==> src/rtl/nibble_packer.sv <==
// Packs per-beat (slice_plus, slice_minus) nibble pairs into OUT_NIBBLES-wide words and queues them in a FIFO.
// Optional macro NIBBLE_PACKER_STALL_CNT_EN adds a saturating stall_count output.
module nibble_packer #(
    parameter int OUT_NIBBLES = 4,
    parameter int FIFO_DEPTH  = 2
) (
    input  logic                     clk,
    input  logic                     rst,
    input  logic                     in_valid,
    output logic                     in_ready,
    input  logic [3:0]               slice_plus,
    input  logic [3:0]               slice_minus,
    input  logic                     in_last,
    output logic                     out_valid,
    input  logic                     out_ready,
    output logic [4*OUT_NIBBLES-1:0] out_data,
    output logic [OUT_NIBBLES-1:0]   out_mask,
    output logic                     out_last
`ifdef NIBBLE_PACKER_STALL_CNT_EN
    ,
    output logic [7:0]               stall_count
`endif
);

    localparam int W     = 4 * OUT_NIBBLES;
    localparam int NIB_W = $clog2(OUT_NIBBLES + 1);
    localparam int PTR_W = (FIFO_DEPTH > 1) ? $clog2(FIFO_DEPTH) : 1;
    localparam int CNT_W = $clog2(FIFO_DEPTH + 1);

    localparam logic [NIB_W-1:0] NIB_FULL = NIB_W'(OUT_NIBBLES);
    localparam logic [PTR_W-1:0] PTR_LAST = PTR_W'(FIFO_DEPTH - 1);
    localparam logic [CNT_W-1:0] CNT_FULL = CNT_W'(FIFO_DEPTH);

    typedef enum logic {
        EMPTY,
        FILLING
    } state_e;

    typedef struct packed {
        logic [W-1:0]           data;
        logic [OUT_NIBBLES-1:0] mask;
        logic                   last;
    } word_t;

    state_e                 state_q;
    logic [NIB_W-1:0]       nib_cnt_q;
    logic [W-1:0]           acc_q;
    logic [W-1:0]           merged;
    logic [OUT_NIBBLES-1:0] merged_mask;

    word_t                  fifo_q [FIFO_DEPTH];
    word_t                  push_word;
    word_t                  head;
    logic [PTR_W-1:0]       wr_ptr_q, wr_ptr_d;
    logic [PTR_W-1:0]       rd_ptr_q, rd_ptr_d;
    logic [CNT_W-1:0]       count_q, count_d;

    logic accept, flush, push, pop;

    function automatic logic [PTR_W-1:0] ptr_inc(input logic [PTR_W-1:0] p);
        return (p == PTR_LAST) ? '0 : p + PTR_W'(1);
    endfunction

    // Acceptance depends only on registered FIFO occupancy, never on out_ready.
    assign in_ready = (count_q < CNT_FULL);
    assign accept   = in_valid && in_ready;
    assign flush    = accept && ((nib_cnt_q + NIB_W'(2) == NIB_FULL) || in_last);
    assign push     = flush;
    assign pop      = out_valid && out_ready;

    // NOTE: every always_comb output gets a default first so no latch is inferred.
    always_comb begin
        merged      = (state_q == EMPTY) ? '0 : acc_q;
        merged_mask = '0;
        for (int k = 0; k < OUT_NIBBLES; k++) begin
            if (NIB_W'(k) == nib_cnt_q) begin
                merged[4*k +: 4] = slice_plus;
            end
            if (NIB_W'(k) == nib_cnt_q + NIB_W'(1)) begin
                merged[4*k +: 4] = slice_minus;
            end
            merged_mask[k] = (NIB_W'(k) < nib_cnt_q + NIB_W'(2));
        end
    end

    assign push_word = '{data: merged, mask: merged_mask, last: in_last};

    // NOTE: sequential state uses non-blocking assignments so all registers update together.
    always_ff @(posedge clk or posedge rst) begin
        if (rst) begin
            state_q   <= EMPTY;
            nib_cnt_q <= '0;
            acc_q     <= '0;
        end else if (accept) begin
            if (flush) begin
                state_q   <= EMPTY;
                nib_cnt_q <= '0;
                acc_q     <= '0;
            end else begin
                state_q   <= FILLING;
                nib_cnt_q <= nib_cnt_q + NIB_W'(2);
                acc_q     <= merged;
            end
        end
    end

    always_comb begin
        wr_ptr_d = push ? ptr_inc(wr_ptr_q) : wr_ptr_q;
        rd_ptr_d = pop  ? ptr_inc(rd_ptr_q) : rd_ptr_q;
        count_d  = count_q;
        if (push && !pop) begin
            count_d = count_q + CNT_W'(1);
        end else if (pop && !push) begin
            count_d = count_q - CNT_W'(1);
        end
    end

    // NOTE: the word buffer is reset so the idle head (and thus out_data/out_mask) reads as zero.
    always_ff @(posedge clk or posedge rst) begin
        if (rst) begin
            for (int i = 0; i < FIFO_DEPTH; i++) begin
                fifo_q[i] <= '0;
            end
            wr_ptr_q <= '0;
            rd_ptr_q <= '0;
            count_q  <= '0;
        end else begin
            if (push) begin
                fifo_q[wr_ptr_q] <= push_word;
            end
            wr_ptr_q <= wr_ptr_d;
            rd_ptr_q <= rd_ptr_d;
            count_q  <= count_d;
        end
    end

    assign head      = fifo_q[rd_ptr_q];
    assign out_valid = (count_q != '0);
    assign out_data  = head.data;
    assign out_mask  = head.mask;
    assign out_last  = head.last;

`ifdef NIBBLE_PACKER_STALL_CNT_EN
    logic [7:0] stall_cnt_q;

    always_ff @(posedge clk or posedge rst) begin
        if (rst) begin
            stall_cnt_q <= '0;
        end else if (in_valid && !in_ready && (stall_cnt_q != 8'hFF)) begin
            stall_cnt_q <= stall_cnt_q + 8'd1;
        end
    end

    assign stall_count = stall_cnt_q;
`endif

endmodule

==> config.mk <==
export PLATFORM = sky130hd
export DESIGN_NAME = nibble_packer
export DESIGN_NICKNAME = d
export VERILOG_FILES = /design/src/rtl/nibble_packer.sv
export SDC_FILE = /design/constraint.sdc
export NUM_CORES = 1
export LEC_CHECK = 0
export CORE_ASPECT_RATIO = 1.5
export CORE_UTILIZATION = 24
export CTS_CLUSTER_DIAMETER = 50
export CTS_CLUSTER_SIZE = 16
export DETAILED_ROUTE_END_ITERATION = 6
export PLACE_DENSITY = 0.42
export SYNTH_ARGS = -nofsm -noshare
export SYNTH_HDL_FRONTEND = slang
export SYNTH_SLANG_ARGS = --single-unit
==> constraint.sdc <==
create_clock -name clk -period 4.6 [get_ports clk]
set_clock_uncertainty 0.15 [all_clocks]
set_input_delay 0.92 -clock clk [delete_from_list [all_inputs] [get_ports clk]]
set_output_delay 0.92 -clock clk [all_outputs]
set_load 0.005 [all_outputs]
==> metrics.txt <==
# TYPE chip_impl_metric gauge
chip_impl_metric{name="cts-buffers-inserted",unit=""} 9
chip_impl_metric{name="syn_avg_cell_area",unit="um2"} 13.4
chip_impl_metric{name="tritoncts_sinks",unit=""} 61
chip_impl_metric{name="fin_area",unit="um2"} 3620
chip_impl_metric{name="fraction_of_layout_instances_using_a_drive_strength_above_1",unit=""} 0.333
chip_impl_metric{name="ys.warnings.count",unit=""} 0
chip_impl_metric{name="place.detailed.hpwl",unit="um"} 4360
chip_impl_metric{name="totalPowerFinal",unit="mW"} 2.49
chip_impl_info{name="worstReg2RegEnd",value="fifo_q[26]$_DFFE_PP0P_"} 1
chip_impl_metric{name="setup.reg_to_reg.worst_slack",unit="ns"} 2.29
chip_impl_metric{name="crit_fanout",unit=""} 21
chip_impl_info{name="setup.worst_path.start",value="rd_ptr_q$_DFFE_PP0P_"} 1
chip_impl_metric{name="synth_seq_cells",unit=""} 61
chip_impl_info{name="hold-path-endpoint",value="fifo_q[7]$_DFFE_PP0P_"} 1
chip_impl_metric{name="fin_nets",unit=""} 268
chip_impl_metric{name="layout-area-overhead-vs-synth",unit="%"} 26.2
chip_impl_metric{name="routed_via_density",unit=""} 4.48
chip_impl_metric{name="area_of_the_mapped_netlist",unit="um2"} 2870
chip_impl_metric{name="via_count",unit=""} 1814
chip_impl_metric{name="coreArea",unit="um2"} 11600
chip_impl_metric{name="io_pins",unit=""} 36
chip_impl_metric{name="cts_max_path_buffers",unit=""} 2
chip_impl_metric{name="fillCellCount",unit=""} 1168
chip_impl_metric{name="internal_power",unit="mW"} 1.74
chip_impl_metric{name="finalNonFillerCells",unit=""} 405
chip_impl_metric{name="port-buffer-count",unit=""} 35
chip_impl_info{name="tritoncts",value="yes"} 1
chip_impl_metric{name="place.gp.congestion",unit=""} 0.662
chip_impl_metric{name="p_leak",unit="nW"} 1.66
chip_impl_metric{name="postSynthCellCount",unit=""} 214
chip_impl_metric{name="netSwitchingPower",unit="uW"} 752
chip_impl_metric{name="drcViolationCount",unit=""} 0
chip_impl_metric{name="grt_first_pass_wirelength",unit="um"} 10600
chip_impl_metric{name="clock_power_share",unit=""} 0.248
chip_impl_metric{name="synth_cell_type_count",unit=""} 26
chip_impl_metric{name="first_global_vias",unit=""} 1882
chip_impl_metric{name="setup_tns",unit="ns"} 0
chip_impl_metric{name="synth.yosys.seq_area_share",unit=""} 0.532
chip_impl_metric{name="postPlaceCellArea",unit="um2"} 3350
chip_impl_info{name="top_usage_layer",value="met2"} 1
chip_impl_metric{name="power_switching_share",unit=""} 0.301
chip_impl_metric{name="source_to_sink_clock_delay_at_the_later_pin_of_the_worst_skew_pair",unit="ns"} 0.32
chip_impl_metric{name="hold-path-cell-count",unit=""} 1
chip_impl_metric{name="drt_first_pass_iters",unit=""} 4
chip_impl_metric{name="overflow",unit=""} 0
chip_impl_metric{name="worst-r2r-cell-count",unit=""} 6
chip_impl_metric{name="number_of_antenna_violations_at_the_first_check_in_global_routing",unit=""} 0
chip_impl_metric{name="drt_iter0_drc",unit=""} 107
chip_impl_info{name="worst-setup-path-type",value="flop to primary output"} 1
chip_impl_metric{name="sequentialPowerShare",unit=""} 0.371
chip_impl_metric{name="grt.met3_usage",unit=""} 0.0246
chip_impl_metric{name="maximum_number_of_pins_on_one_net_before_global_route_repair",unit=""} 47
chip_impl_metric{name="achievable-frequency",unit="MHz"} 306
chip_impl_info{name="hold_path.startpoint",value="fifo_q[7]$_DFFE_PP0P_"} 1
chip_impl_metric{name="period_share",unit=""} 0.710
chip_impl_info{name="cts_root_buffer",value="sky130_fd_sc_hd__clkbuf_16"} 1
chip_impl_metric{name="overall_die_area",unit="um2"} 12400
chip_impl_metric{name="routed_wirelength",unit="um"} 6480
chip_impl_metric{name="slew_headroom",unit=""} 0.343
chip_impl_metric{name="cts.hold.buffers_added",unit=""} 0
chip_impl_info{name="run_status",value="finished clean"} 1
chip_impl_metric{name="finalSetupViolCount",unit=""} 0
chip_impl_metric{name="groute.layer.met1.usage",unit=""} 0.146
chip_impl_metric{name="place_inst",unit=""} 389
chip_impl_metric{name="max_cap_viol_count",unit=""} 0
chip_impl_metric{name="critical_path_arrival",unit="ns"} 2.20
chip_impl_info{name="grt_setup_unrepaired",value="false"} 1
chip_impl_metric{name="tightestPinTransition",unit="ns"} 0.983
chip_impl_metric{name="report.final.slew_viol_count",unit=""} 0
chip_impl_metric{name="period_needed",unit="ns"} 3.27
chip_impl_info{name="r2r_start",value="nib_cnt_q[2]$_DFFE_PP0P_"} 1
chip_impl_metric{name="critical_path_required",unit="ns"} 3.53
chip_impl_metric{name="power.density",unit="nW/um2"} 689
chip_impl_metric{name="global_route.usage.met2",unit=""} 0.185
chip_impl_metric{name="number_of_nets_still_failing_antenna_checks_after_routing",unit=""} 0
chip_impl_metric{name="avgRoutedWirePerCell",unit="um"} 16.0
chip_impl_metric{name="postCtsSetupRepairBufs",unit=""} 0
chip_impl_info{name="hold_path.class",value="flop to flop"} 1
chip_impl_metric{name="fp-row-count",unit=""} 48
chip_impl_info{name="setup.worst_path.start_class",value="flop"} 1
chip_impl_metric{name="combined_global_route_utilization_of_all_metal_layers",unit=""} 0.116
chip_impl_metric{name="post_cts_resized",unit=""} 0
chip_impl_metric{name="max-vdd-ir-drop",unit="mV"} 0.272
chip_impl_metric{name="syn_nets",unit=""} 232
chip_impl_info{name="end_kind",value="primary output"} 1
chip_impl_metric{name="start_util",unit=""} 0.248
chip_impl_metric{name="antenna-diode-count",unit=""} 0
chip_impl_metric{name="power_frac_comb",unit=""} 0.381
chip_impl_metric{name="finalHoldViolations",unit=""} 0
chip_impl_metric{name="dieWidth",unit="um"} 91.3
chip_impl_metric{name="die_height",unit="um"} 136
chip_impl_metric{name="h-tree-depth",unit=""} 3
chip_impl_metric{name="clkTransAtPathRegs",unit="ns"} 0.05
-- cell type report --
| cell class | count | area [um2] | share of cell area |
|---|---|---|---|
| Timing Repair Buffer | 38 | 373 | 0.103 |
| Sequential cell | 61 | 1530 | 0.421 |
| Clock buffer | 11 | 253 | 0.0698 |
| Clock inverter | 5 | 25.0 | 0.00691 |
| Inverter | 6 | 22.5 | 0.00622 |
| Tap cell | 150 | 188 | 0.0518 |
| Multi-Input combinational cell | 134 | 1240 | 0.341 |
-- worst max path at each step --
| stage | endpoint | cells past startpoint |
|---|---|---|
| 3_5_place_dp | fifo_q[26]$_DFFE_PP0P_ | 5 |
| 3_3_place_gp | fifo_q[28]$_DFFE_PP0P_ | 5 |
| 2_1_floorplan | acc_q[0]$_DFFE_PP0P_ | 1 |
| 4_1_cts | out_data[6] | 2 |
| 6_report | out_mask[2] | 2 |
| 5_1_grt | out_mask[1] | 3 |
-- cells in the mapped netlist --
master | n | area, um2
sky130_fd_sc_hd__nand2b_4 | 1 | 13.8
sky130_fd_sc_hd__o21ai_0 | 8 | 40.0
sky130_fd_sc_hd__buf_2 | 2 | 10.0
sky130_fd_sc_hd__and2b_2 | 1 | 8.76
sky130_fd_sc_hd__nand2_1 | 16 | 60.1
sky130_fd_sc_hd__ha_1 | 5 | 62.6
sky130_fd_sc_hd__buf_6 | 1 | 11.3
sky130_fd_sc_hd__dfrtp_1 | 61 | 1530
sky130_fd_sc_hd__and3_1 | 2 | 12.5
sky130_fd_sc_hd__nand3_2 | 1 | 10.0
sky130_fd_sc_hd__xor2_1 | 2 | 17.5
sky130_fd_sc_hd__nor3_4 | 1 | 16.3
sky130_fd_sc_hd__clkbuf_1 | 6 | 22.5
sky130_fd_sc_hd__buf_12 | 1 | 20.0
sky130_fd_sc_hd__a22o_2 | 1 | 10.0
sky130_fd_sc_hd__inv_1 | 6 | 22.5
sky130_fd_sc_hd__mux2i_1 | 2 | 20.0
sky130_fd_sc_hd__a22o_1 | 25 | 219
sky130_fd_sc_hd__a21o_2 | 3 | 26.3
sky130_fd_sc_hd__mux2_4 | 9 | 135
sky130_fd_sc_hd__nor2_1 | 4 | 15.0
sky130_fd_sc_hd__xnor2_1 | 3 | 26.3
sky130_fd_sc_hd__nor2b_1 | 2 | 12.5
sky130_fd_sc_hd__mux2_2 | 46 | 518
sky130_fd_sc_hd__buf_4 | 3 | 22.5
sky130_fd_sc_hd__or2_2 | 2 | 12.5
-- stage by stage --
step / worst slack, ns / hold WS, ns / util
after detailed placement: 1.42 / 0.332 / 0.289
after floorplan: 2.02 / 0.316 / -
after global placement: 1.47 / 0.332 / 0.289
final: 1.33 / 0.347 / 0.313
after CTS: 1.22 / 0.349 / 0.313
after global routing: 1.13 / 0.358 / 0.313
-- cell usage in the layout (no fill, tap or decap), types with 4 or more instances in the layout --
cell,count
sky130_fd_sc_hd__a22o_1,25
sky130_fd_sc_hd__clkbuf_16,9
sky130_fd_sc_hd__clkdlybuf4s50_1,35
sky130_fd_sc_hd__clkinv_2,5
sky130_fd_sc_hd__dfrtp_1,61
sky130_fd_sc_hd__ha_1,5
sky130_fd_sc_hd__inv_1,5
sky130_fd_sc_hd__mux2_2,46
sky130_fd_sc_hd__mux2_4,9
sky130_fd_sc_hd__nand2_1,16
sky130_fd_sc_hd__nor2_1,4
sky130_fd_sc_hd__o21ai_0,8
-- layer usage --
metal / part of all wire / wire [um]
met3: 0.033 / 215
met4: 0.021 / 134
met1: 0.45 / 2920
met5: 0 / 0
met2: 0.50 / 3210
-- power by group through the flow --
stage | Sequential (mW) | Combinational (mW) | Clock, mW
after floorplan | 0.849 | 0.677 | 0
after global placement | 0.935 | 0.963 | 0
after detailed placement | 0.938 | 0.970 | 0
after CTS | 0.931 | 0.974 | 0.644
after global routing | 0.963 | 1.04 | 0.661
final | 0.926 | 0.950 | 0.619
-- worst max-delay path, cell delays in order, from the launching register on --
cell and delay, ns:
sky130_fd_sc_hd__dfrtp_1 0.99, sky130_fd_sc_hd__mux2_2 0.43, sky130_fd_sc_hd__clkdlybuf4s50_1 0.45
-- sequential cells by signal, indices dropped and copies added, names as in the netlist --
signal     cells
acc_q         16
count_q        2
fifo_q        38
nib_cnt_q      2
rd_ptr_q       1
state_q        1
wr_ptr_q       1
-- logic make-up (layout without fill, tap and decap cells) --
kind of cell / after synthesis / in the layout / synth area share
flops: 61 / 61 / 0.532
mux: 57 / 57 / 0.234
compound gates: 37 / 37 / 0.103
simple gates: 30 / 30 / 0.0562
buf+inv: 19 / 60 / 0.0379
fa+ha+maj: 5 / 5 / 0.0218
xor+xnor: 5 / 5 / 0.0153
Power figures use the tool's default switching activity.
